File: src/rtl/alu_pkg.sv
// rtl/alu_pkg.sv - opcode encodings shared by the ALU datapath and its wrapper
package alu_pkg;

   // Four-bit operation selects; shift codes only decode when ALU_SHIFT_EN is defined
   typedef enum logic [3:0] {
      OP_AND = 4'b0000,
      OP_OR  = 4'b0001,
      OP_ADD = 4'b0010,
      OP_SUB = 4'b0110,
      OP_SLT = 4'b0111,
      OP_SLL = 4'b1000,
      OP_SRL = 4'b1001,
      OP_SRA = 4'b1010,
      OP_NOR = 4'b1100
   } alu_op_e;

endpackage

File: src/rtl/alu_datapath.sv
// rtl/alu_datapath.sv - combinational ALU result and signed-overflow (shifts gated by ALU_SHIFT_EN)
module alu_datapath
   import alu_pkg::*;
#(
   parameter int WIDTH = 32
) (
   input  logic [WIDTH-1:0] a,
   input  logic [WIDTH-1:0] b,
   input  logic [3:0]       op,
   output logic [WIDTH-1:0] result,
   output logic             overflow
);

   logic [WIDTH-1:0] sum;
   logic [WIDTH-1:0] diff;
   logic             add_ovf;
   logic             sub_ovf;
   logic             lt;

   assign sum  = a + b;
   assign diff = a - b;

   // Signed overflow: operands agree in sign (add) or differ (sub) and the result sign flips away from a
   assign add_ovf = (a[WIDTH-1] == b[WIDTH-1]) && (sum[WIDTH-1]  != a[WIDTH-1]);
   assign sub_ovf = (a[WIDTH-1] != b[WIDTH-1]) && (diff[WIDTH-1] != a[WIDTH-1]);

   // Signed less-than stays correct when a-b wraps: correct the difference sign with the overflow
   assign lt = diff[WIDTH-1] ^ sub_ovf;

`ifdef ALU_SHIFT_EN
   localparam int SHW = $clog2(WIDTH);
   logic [SHW-1:0] shamt;
   assign shamt = b[SHW-1:0];
`endif

   // Opcode decode; anything not decoded falls through to zero result and no overflow
   always_comb begin
      result   = '0;
      overflow = 1'b0;
      case (op)
         OP_AND: result = a & b;
         OP_OR:  result = a | b;
         OP_ADD: begin
            result   = sum;
            overflow = add_ovf;
         end
         OP_SUB: begin
            result   = diff;
            overflow = sub_ovf;
         end
         OP_SLT: result = {{(WIDTH-1){1'b0}}, lt};
         OP_NOR: result = ~(a | b);
`ifdef ALU_SHIFT_EN
         OP_SLL: result = a << shamt;
         OP_SRL: result = a >> shamt;
         OP_SRA: result = $signed(a) >>> shamt;
`endif
         default: begin
            result   = '0;
            overflow = 1'b0;
         end
      endcase
   end

endmodule

File: src/rtl/alu_core.sv
// rtl/alu_core.sv - single-cycle registered ALU top (shift opcodes enabled by ALU_SHIFT_EN)
module alu_core
   import alu_pkg::*;
#(
   parameter int WIDTH = 32
) (
   input  logic             clk,
   input  logic             rst_n,
   input  logic             in_valid,
   input  logic [WIDTH-1:0] A,
   input  logic [WIDTH-1:0] B,
   input  logic [3:0]       ALUOperation,
   output logic [WIDTH-1:0] ALUResult,
   output logic             Zero,
   output logic             Overflow,
   output logic             out_valid
);

   logic [WIDTH-1:0] dp_result;
   logic             dp_overflow;

   alu_datapath #(
      .WIDTH(WIDTH)
   ) u_datapath (
      .a        (A),
      .b        (B),
      .op       (ALUOperation),
      .result   (dp_result),
      .overflow (dp_overflow)
   );

   // Capture the datapath on each accepted operation; results hold while in_valid is low
   always_ff @(posedge clk or negedge rst_n) begin
      if (!rst_n) begin
         ALUResult <= '0;
         Zero      <= 1'b1;
         Overflow  <= 1'b0;
         out_valid <= 1'b0;
      end else begin
         out_valid <= in_valid;
         if (in_valid) begin
            ALUResult <= dp_result;
            Zero      <= (dp_result == '0);
            Overflow  <= dp_overflow;
         end
      end
   end

endmodule

File: config.mk
export PLATFORM = sky130hd
export DESIGN_NAME = alu_core
export DESIGN_NICKNAME = d
export VERILOG_FILES = /design/src/rtl/alu_pkg.sv /design/src/rtl/alu_datapath.sv /design/src/rtl/alu_core.sv
export SDC_FILE = /design/constraint.sdc
export NUM_CORES = 1
export LEC_CHECK = 0
export BUFFER_PORTS_ARGS = -buffer_cell sky130_fd_sc_hd__buf_2
export CAP_MARGIN = 20
export CORE_MARGIN = 2
export CORE_UTILIZATION = 59
export DETAILED_ROUTE_END_ITERATION = 6
export PLACE_DENSITY = 0.82
export SLEW_MARGIN = 20
export SYNTH_ARGS = -nofsm -noshare
export SYNTH_HDL_FRONTEND = slang
export SYNTH_HIERARCHICAL = 1
export SYNTH_SLANG_ARGS = --single-unit
File: constraint.sdc
create_clock -name clk -period 0.95 [get_ports clk]
set_input_delay 0.1425 -clock clk [delete_from_list [all_inputs] [get_ports clk]]
set_output_delay 0.1425 -clock clk [all_outputs]
set_load 0.03 [all_outputs]
==> results.md, run 1 <==
- The total CTS buffers is 5.
- Synthesis instantiated 81 different standard cells from the library.
- The floorplan step set the die width to 108.0 um.
- In this run the cell area of the synthesized design comes to 0.006386 mm^2.
- Gates resized during post-CTS repair numbered 328.
- The instance count after placement with tap cells included is 1324.
- The synthesized design contains 35 register bits.
- The H-tree depth reported by CTS is 2.
- After clock tree synthesis, the flow added hold-fix buffers numbering 1.
- Measured along the y axis, the die boundary spans 108.0 um.
- The tool reported: "[ERROR DPL-0038] Utilization greater than 100%, impossible to legalize".
- The buffers inserted during post-CTS setup optimization is 62.
- The number of enable-type register cells in the synthesized netlist is 0.
- For this run, the leading register cell type out of synthesis is dfrtp_1.
- The part of the Yosys area used for sequential elements is 13.73%.
- Counting along the longest clock path gives a buffer depth of 2.
- In the post-synthesis netlist, the biggest area contributors are ha_1 (20%), dfrtp_1 (13%), mux2_2 (6.0%).
- The total nets after synthesis is 1022.
- The adder-cell share of the synthesized area is 20.92%.
- A synthesized cell averages 7.549 um^2.
- The total of warnings raised by yosys is 6.
- Row generation in the floorplan step produced 37 rows.
- Multiplexer cells account for 7.092% of the synthesized area.
- The fraction of the mapped netlist area in simple logic gates is roughly 18%.
- Port buffering added 105 buffers.
- The starting density of the core is 61.31%.
- The flow did not finish.
- Counting flops with an async set or reset pin after synthesis yields a share of 100.0%.
- The synthesized netlist devotes 27.92% of its cell area to compound gates.
- The flow stopped in clock tree synthesis.
- The main combinational cell family by area after synthesis is compound AO/OA/AOI/OAI gates.
- The placed wire-length estimate after detailed placement is 23.55 mm.
- At the end of routability-driven placement, the weighted congestion stood at 1.127.
- The commonest cells after synthesis are ha_1 (102), nor2_1 (98), inv_1 (92).
- ha_1 is the most common cell in the netlist.
- Summing the areas of all xor and xnor instances in the mapped netlist gives 3.703% of the synthesized area.
- The number of clock sinks seen by CTS is 35.
- The worst slack at placement is -3285 ps.
- The leading area contributor after synthesis is ha_1.
- The number of standard cells after synthesis is 846.
- The area fraction of the dominant cell type after synthesis is 19.98%.
- The cell at the root of the clock tree is clkbuf_8.
- The number of placed I/O pins is about 110.
[logic make-up after synthesis]
family	Yosys count
adder cells (fa/ha/maj)	105
multiplexers	41
AND/OR/NAND/NOR	237
AO/OA/AOI/OAI	260
flip-flops	35
XOR/XNOR	27
buffers and inverters	141
[through the flow]
step	area, um^2	setup TNS (ps)
after floorplan	6660	-46820
after global placement	9354	-64920
after detailed placement	9354	-71760
==> run 2: changes to the inputs <==
- CORE_UTILIZATION: 59 -> 40
- PLACE_DENSITY: 0.82 -> not set
- PLACE_DENSITY_LB_ADDON: not set -> 0.15
==> run 2 against run 1 <==
  * The flow now finishes, with violations (negative setup slack)
  * Area after synthesis did not move
  * Synthesized cell count did not move
==> results.md, run 2 <==
- The startpoint of the most critical setup path is A[1].
- The total of warnings raised by yosys is 6.
- By area the synthesized netlist is led by ha_1 (20%), dfrtp_1 (13%), mux2_2 (6.0%).
- The part of the Yosys area used for sequential elements is 13.73%.
- The clock input transition at the sequential cells of the worst setup and hold paths is 60 ps.
- The main flop type after synthesis is dfrtp_1.
- Clock tree synthesis inserted a total of 5 buffers.
- The number of max-cap violations is 0.
- Compared with the post-synthesis result, the final layout area differs by 80.78%.
- The highest metal layer used by the detailed router is met5.
- The worst setup path is captured at a flop.
- The post-synthesis cell area is 0.006386 mm^2.
- In the final layout, the multi-input gates occupy 0.006102 mm^2.
- Walking the worst path, the cells encountered are buf_8, clkinvlp_4, ha_4, nor2_4, o311ai_4, a211oi_4, o2111ai_4, nand2_2, or3_4, a21oi_2, o21bai_1, a21oi_2, fa_2, mux2_4, o21ai_4, nor4b_4, nand4_1, o31ai_2.
- The commonest cells after synthesis are ha_1 (102), nor2_1 (98), inv_1 (92).
- The critical path runs through a total of 18 cells.
- The sum of overflow across all layers after global routing is 0.
- The slack of the critical path is -2273 ps.
- The area fraction of the dominant cell type after synthesis is between 10% and 20%.
- The die width is approximately 130 um.
- The total of flip-flops plus latches after synthesis is 35.
- The worst slack at placement is -2695 ps.
- The smallest clock period supported by the final layout is computed as around 3200 ps.
- The worst relative slew slack is 57.15%.
- Summed over all layers, the routed wires come to between 20 and 30 mm.
- Counting cells, the worst reg-to-reg path comes to 2.
- After Yosys synthesis, and, or, nand and nor cells account for between 10% and 20% of the synthesized area.
- The startpoint of the most critical register-to-register path is ALUResult[8].
- For this run, the slowest stage of the critical path takes 470 ps.
- The setup TNS is -57450 ps.
- The slowest stage of the critical path is the fa_2 cell.
- In this run the deepest clock path goes through 2 buffers.
- The flow ran to the end, but the final reports show violations.
- For flop-to-flop paths, the worst setup slack is approximately 10 ps.
- The placer's final routability congestion estimate is 1.015.
- Cells fill 73.21% of the core in the end.
- The length of the first detailed-routing pass in iterations is 5.
- Across the routed clock network, the largest skew measured is 0 ps.
- Counting stages on the worst path, the most repeated cell is a21oi_2.
- In the final layout, the share of cells above drive strength 1 is 55.21%.
- Derived from the worst setup path, the maximum achievable clock frequency is 0.3103 GHz.
- The worst hold slack is 246.4 ps.
- The die covers 0.01699 mm^2.
- The number of failing hold endpoints at the final stage is 0.
- The reg-to-reg critical path endpoint is ALUResult[8].
- TritonCTS built the clock tree.
- Wire segments on met3 add up to 1.616 mm in the final route.
- The die extent in y is 130.4 um.
- The number of vias per cell after detailed routing is around 5.4.
- Along the worst path, the maximum fanout reaches 3.
- STA classifies the critical path startpoint as an input pin.
- The sequential cells in the finished layout cover a total of 878.3 um^2.
- After synthesis, the share of flip-flops with an asynchronous set or reset is between 90% and 100%.
- For this configuration, the core starts out at a cell density of 40.50%.
- Together, buffers and inverters on the worst path number 2.
- By area, the combinational part of the netlist is dominated by compound AO/OA/AOI/OAI gates.
- The mux cell area share after synthesis is 7.092%.
- The cell at the root of the clock tree is clkbuf_16.
- The max-slew violation total from the final report came to 0.
- The standard-cell row count is 46.
- The placed wire-length estimate after detailed placement is between 15 and 20 mm.
- The flip-flop count of the largest register, all copies and words added is 32.
- The initial antenna violation count is 2.
- After detailed routing, the number of remaining DRC violations is 0.
- The library cell with the highest instance count after synthesis is ha_1.
- By startpoint and endpoint, the worst setup path is classified as in -> reg.
- Entering global routing, the biggest net connects 17 pins.
- between 100 and 150 I/O pins were placed.
- Among cell families on the critical path, the largest total delay comes from compound AO/OA/AOI/OAI gates.
- After layout, the design draws a total of approximately 10 mW.
- In this run the worst hold path is classified as in -> reg.
- The final net count is roughly 1500.
- The clock latency reported for the late side of the worst-skew pair is 280 ps.
- The detail route stage leaves a number of antenna-violating nets equal to 0.
- The total of endpoints with negative setup slack in the final report is 67.
- The worst hold path was traced through 2 stages.
- The leading cell type in the layout, fill and taps excluded is buf_4.
- Yosys mapped a number of flops with a built-in enable equal to 0.
- The number of fillers in the final layout is 1164.
- For the worst setup path, the data required time is 1160 ps.
- The per-instance average area after synthesis is 7.549 um^2.
- For the worst setup path, the data arrival time is roughly 3400 ps.
- At the pin with the least slew margin, the transition time is 641.3 ps.
- The synthesized design spends more area on one cell type than any other, namely ha_1.
- Dividing total power by cell area gives a power density of slightly above 900 mW/mm^2.
- The XOR/XNOR share of the synthesized area is ~3.7%.
- For this block, wires on met1 add up to 11.49 mm.
- The synthesized netlist devotes 20.92% of its cell area to adder and majority cells.
- The all-layer global routing usage is 29.10%.
- Counting every sink on the clock net gives 35.
- The number of standard cells after synthesis is 846.
- The worst-case IR drop observed on VDD is 915.2 uV.
- The leakage component of the power is 5.778 nW.
- The checks that failed: negative setup slack.
- The total number of vias is 8124.
- After detailed routing, the met2 layer carries 12.35 mm of wire.
- The post-route fraction of the period consumed by the critical path is 339.3%.
- The count of buffers added on input and output ports is 105.
- The floorplan step defined a core boundary enclosing approximately 0.016 mm^2.
- The post-synthesis compound-gate area fraction is between 20% and 30%.
- After the first detailed-routing iteration, the DRC count stood at 557.
- The via count of the first global-routing pass is about 7800.
- After detailed routing, the average wire length per cell comes to 17.35 um.
- In the layout the commonest cells are buf_4 (337), nor2_1 (90), ha_1 (78).
- The total nets after synthesis is a little over 1000.
- After synthesis, the netlist uses 81 different library cells.
- The first global-routing pass estimated a little under 40 mm of wire.
- Setup repair after global routing could not meet its margin everywhere.
- The H-tree depth reported by CTS is 2.
- More flip-flops sit in one register than any other, and that register is ALUResult.
- The critical path ends at Zero.
-- run 2: cell counts after synthesis --
No cell type changed its count.
-- run 2: worst min-delay path by stage --
| stage | from | to | slack (ps) |
|---|---|---|---|
| finish | in_valid | out_valid | 250 |
| global route | in_valid | out_valid | 250 |
| CTS | in_valid | out_valid | 230 |
| detailed placement | rst_n | ALUResult[28] | 30 |
| global placement | rst_n | ALUResult[19] | 40 |
| floorplan | rst_n | ALUResult[0] | -150 |
-- run 2: layout make-up --
type / count / area share (%)
Antenna cell: 1 / 0.02168
Timing Repair Buffer: 470 / 32.34
Multi-Input combinational cell: 670 / 52.86
Sequential cell: 35 / 7.608
Tap cell: 216 / 2.341
Clock inverter: 3 / 0.3793
Clock buffer: 5 / 1.084
Inverter: 94 / 3.371
-- run 2: worst reg2reg max path: stages, from the launching register on --
cell     delay (ps)
dfrtp_1         420
buf_4           150
mux2_4          250
-- run 2: kinds of logic (layout without fill, tap and decap cells) --
group / count (synthesis) / after routing
AO/OA/AOI/OAI: 260 / 260
AND/OR/NAND/NOR: 237 / 237
buffers and inverters: 141 / 572
adder cells (fa/ha/maj): 105 / 105
multiplexers: 41 / 41
flip-flops: 35 / 35
XOR/XNOR: 27 / 27
other: 0 / 1
-- run 2: timing repair --
action | 4_1_cts | 5_1_grt
endpoints found under the setup margin | 69 | 69
hold buffers | 1 | 0
buffers inserted | 44 | 26
endpoints found under the hold margin | 22 | 0
pin swaps | 93 | 97
resized for setup | 221 | 104
-- run 2: report_power, final --
part | total (mW) | internal [mW] | switching (mW)
Clock | 1.94 | 1.24 | 0.703
Sequential | 1.78 | 1.64 | 0.133
Combinational | 6.76 | 3.44 | 3.32
Total | 10.5 | 6.32 | 4.16
-- run 2: stage by stage --
stage | area, um^2 | cells
after global placement | 9644 | 1431
after detailed placement | 9644 | 1431
after global routing | 11540 | 1494
after floorplan | 6660 | 846
after CTS | 10930 | 1477
final | 11540 | 1494
-- run 2: per-layer routing --
layer	track usage, %	up-vias
met1	39.81	3870
met5	0	-
met2	49.37	329
li1	-	3880
met4	6.258	2
met3	3.526	43
Note: power is estimated with default switching activity, not from simulation.
==> run 3: changes to the inputs <==
- ABC_AREA: not set -> 1
- CTS_CLUSTER_SIZE: not set -> 10
==> run 3 against run 2 <==
  * Critical path type unchanged
  * Synthesized cell count up 71%
  * Combinational power rose by 20%
  * Area after synthesis rose by 23%
  * The run still ends with negative setup slack left
  * Wire length grew 36%
  * Clock power decreased by 15%
  * Critical path depth increased by 2
  * Clock-buffer cell count is the same
  * Sequential share of layout area down 1.5 points
  * Design area up 24%
  * Non-clock buffer count grew 38
==> results.md, run 3 <==
- The first routing iteration left between 700 and 800 violations.
- Leaving out filler cells and counting taps, the final layout contains 2177.
- The total overflow left after global routing is 0.
- Along the worst hold path, the cell count comes to 1.
- In the final routed layout, each cell accounts on average for 16.24 um.
- The slowest stage of the critical path is the fa_1 cell.
- The post-route fraction of the period consumed by the critical path is 254.2%.
- The final net count is 2087.
- Clock-pin slew was measured on the worst setup and hold paths at 60 ps.
- The signal on the critical path passes through buf_2, inv_4, ha_4, nor2_4, nand2_4, nor2_4, nand2_4, nand3_4, nand2_4, nand2_4, a21oi_4, fa_1, o21ai_2, a211oi_2, nand3_1, nor2_1, nand2_1, nor2_1, nand3_1, o21bai_2.
- The max-slew violation total from the final report was 0.
- In the layout the commonest cells are nand2_1 (358), buf_4 (342), inv_1 (224).
- The number of standard cells after synthesis is 1444.
- TritonCTS built the clock tree.
- The maximum frequency from static timing analysis is approximately 0.41 GHz.
- The flip-flop count of the largest register, all copies and words added is 32.
- The area fraction of the dominant cell type after synthesis is 23.07%.
- CTS placed an instance of clkbuf_16 at the clock tree root.
- The total CTS buffers is 5.
- The number of clock sinks seen by CTS is 35.
- The largest register by flop count is ALUResult.
- For this run, the total global-route usage over all layers was measured as 31.87%.
- The worst reg2reg path depth is 4.
- The die extent in y is 144.2 um.
- The via count of the first global-routing pass was around 10000.
- For this run, the share of the core covered by cells in the final layout is approximately 74%.
- The leading cell type in the layout, fill and taps excluded is nand2_1.
- Row generation in the floorplan step produced 51 rows.
- The critical path in this run is classified as in -> reg.
- The worst register-to-register path ends at ALUResult[24].
- The total number of vias is 10810.
- Counting flops with a built-in enable in the synthesized netlist gives 0.
- In this run the most critical hold path is launched from in_valid.
- Entering global routing, the biggest net connects 34 pins.
- Of the synthesized area, sequential elements account for 11.16%.
- Along the worst path, the maximum fanout reaches 3.
- In this run, synthesis produced a sequential element count of 35.
- nand2_1 takes more of the synthesized area than any other cell.
- The most numerous cell on the critical path is nand2_4.
- The repair_antennas step left the layout with diodes totalling 0.
- The core footprint is 0.01940 mm^2.
- For the worst setup path, the data required time is 1170 ps.
- Counting every net in the synthesized netlist gives 1620.
- The total power consumption of the routed design is roughly 12 mW.
- The share of post-route cells with drive strength above 1 is between 40% and 50%.
- The transition time at the pin with the least slew margin is 546.8 ps.
- Setup repair after global routing could not meet its margin everywhere.
- The H-tree was split into 2 levels.
- The number of placed I/O pins is ~110.
- Counting tap cells, the placed design contains a total of 2102 instances.
- Yosys mapped the design onto between 40 and 50 distinct sky130hd cell types.
- The remaining antenna violation count is 0.
- The leakage component of the power is 8.035 nW.
- The first detailed-routing pass ran for 5 iterations.
- Each instance of the synthesized netlist takes up on average 5.442 um^2.
- The worst pin sits at a relative slew slack of between 60% and 70%.
- STA puts the critical path data arrival time at around 2600 ps.
- The worst register-to-register path begins at ALUResult[24].
- The wire length after detailed routing is 35.36 mm.
- The worst path in the final design needs a cycle of 2415 ps, including I/O delays and setup.
- The number of failing hold endpoints at the final stage was 0.
- Max-cap violations in this run came to 0.
- The post-synthesis async set-or-reset flop share is 100.0%.
- OpenSTA, run right after detailed placement, puts the worst setup slack at -1881 ps.
- In the routed layout, each cell is associated on average with a via count of 4.963.
- Across the routed clock network, the largest skew measured is 0 ps.
- Yosys instantiated no cell more often than nand2_1.
- Across all register-to-register paths, the minimum setup slack is 20 ps.
- The main flop type after synthesis is dfrtp_1.
- The largest incremental delay on the critical path is 540 ps.
- The tightest min-delay check is of the in -> reg type.
- The total of endpoints with negative setup slack in the final report is 66.
- The DRC violations left is 0.
- The area growth from synthesis to layout is 81.93%.
- The longest clock path from root to sink contains 2 buffers.
- After routing, the total negative slack on setup checks comes to -33920 ps.
- The run finished, with violations left.
- The placed wire-length estimate after detailed placement is 27.36 mm.
- The final reports fail on negative setup slack.
- The post-synthesis cell area is 0.007859 mm^2.
- The slack of the critical path is -1465 ps.
- The commonest cells after synthesis are nand2_1 (483), inv_1 (306), nor2_1 (140).
- At the end of routability-driven placement, the weighted congestion stood at a little over 1.
- The initial antenna violation count is 0.
- The count of port buffers added during placement is 105.
- Sorting the synthesized cells by area gives the leading types as nand2_1 (23%), ha_1 (16%), inv_1 (15%).
- The maximum vdd ir drop is 1012 uV.
- The floorplan step set the die width to approximately 140 um.
- STA classifies the critical path startpoint as an input pin.
- The initial utilization of the core area, before any placement, comes to 40.51%.
- The first global-routing pass estimated 51.42 mm of wire.
- The total of warnings raised by yosys is 6.
- The power density over the cells is slightly above 800 mW/mm^2.
- The die covers 0.02078 mm^2.
- Clock latency on the worst-skew pair, taken at its later pin, is 280 ps.
- The path with the worst hold slack has its endpoint at out_valid.
- STA classifies the critical path endpoint as a flop.
==> run 3: cell count changes after synthesis, sizes merged, moves of 17 or more <==
| cell | delta |
|---|---|
| nand2 | +444 |
| inv | +214 |
| nand3 | +115 |
| nor2 | +48 |
| mux2 | -34 |
| o21ai | -22 |
| xnor2 | -20 |
| buf | +17 |
==> run 3: worst max-delay path, delay by kind of cell <==
| family | cells | cell delay, ps |
|---|---|---|
| compound gates | 4 | 410 |
| fa+ha+maj | 2 | 780 |
| buf+inv | 2 | 150 |
| simple gates | 12 | 1140 |
==> run 3: worst max-delay path by stage <==
stage / start / endpoint / slack (ps) / depth (start not counted)
after floorplan: B[19] / Zero / -1530 / 19
after global placement: B[19] / Zero / -1790 / 19
after detailed placement: B[1] / Zero / -1880 / 20
after CTS: A[25] / Zero / -1510 / 19
after global routing: A[7] / Zero / -1690 / 19
final: B[9] / Zero / -1470 / 20
==> run 3: stage by stage <==
stage / hold slack, ps / cell area, um^2
after floorplan: -153.1 / 8821
after global placement: 70.50 / 11870
after detailed placement: 72.63 / 11870
after CTS: 104.3 / 13120
after global routing: 119.7 / 14300
final: 110.9 / 14300
==> run 3: report_power, final <==
group	total [mW]	switching, mW	internal (mW)
logic	8.13	4.48	3.66
registers	1.74	0.110	1.63
clock network	1.64	0.670	0.966
total	11.5	5.26	6.25
==> run 3: area by class of cell <==
cell class              instances  area (um^2)
clock buffers                   5        125.1
clock inverters                 3        20.02
fillers                      1606         5101
inverters                     309         1261
multi-input cells            1052         7445
flip-flops and latches         35        877.1
well taps                     265        331.6
repair buffers                508         4238
==> run 3: logic make-up after synthesis <==
group	Yosys count	synth area share (%)
xor gates and xnor gates	3	0.3344
AOI/OAI and AO/OA	159	12.32
buffers and inverters	357	18.55
and+or+nand+nor	785	40.63
DFF	35	11.16
adders and majority gates	105	17.00
==> run 3: per-layer routing <==
| metal | vias to the layer above | wire length, um | track usage [%] | share of wire, % |
|---|---|---|---|---|
| met5 | - | 0 | 0 | 0 |
| met4 | 0 | 871 | 7.869 | 2.5 |
| met3 | 55 | 2128 | 0.9603 | 6.0 |
| met2 | 342 | 16910 | 54.66 | 48 |
| met1 | 5009 | 15450 | 44.34 | 44 |
| li1 | 5399 | - | - | - |
==> run 3: repair_timing <==
| action | in CTS | in global routing |
|---|---|---|
| resized for setup | 252 | 262 |
| buffers inserted | 37 | 43 |
| pin swaps | 59 | 121 |
| gates cloned | 0 | 0 |
| setup endpoints to repair | 69 | 69 |
| hold endpoints to repair | 11 | 0 |
| hold buffers | 1 | 0 |
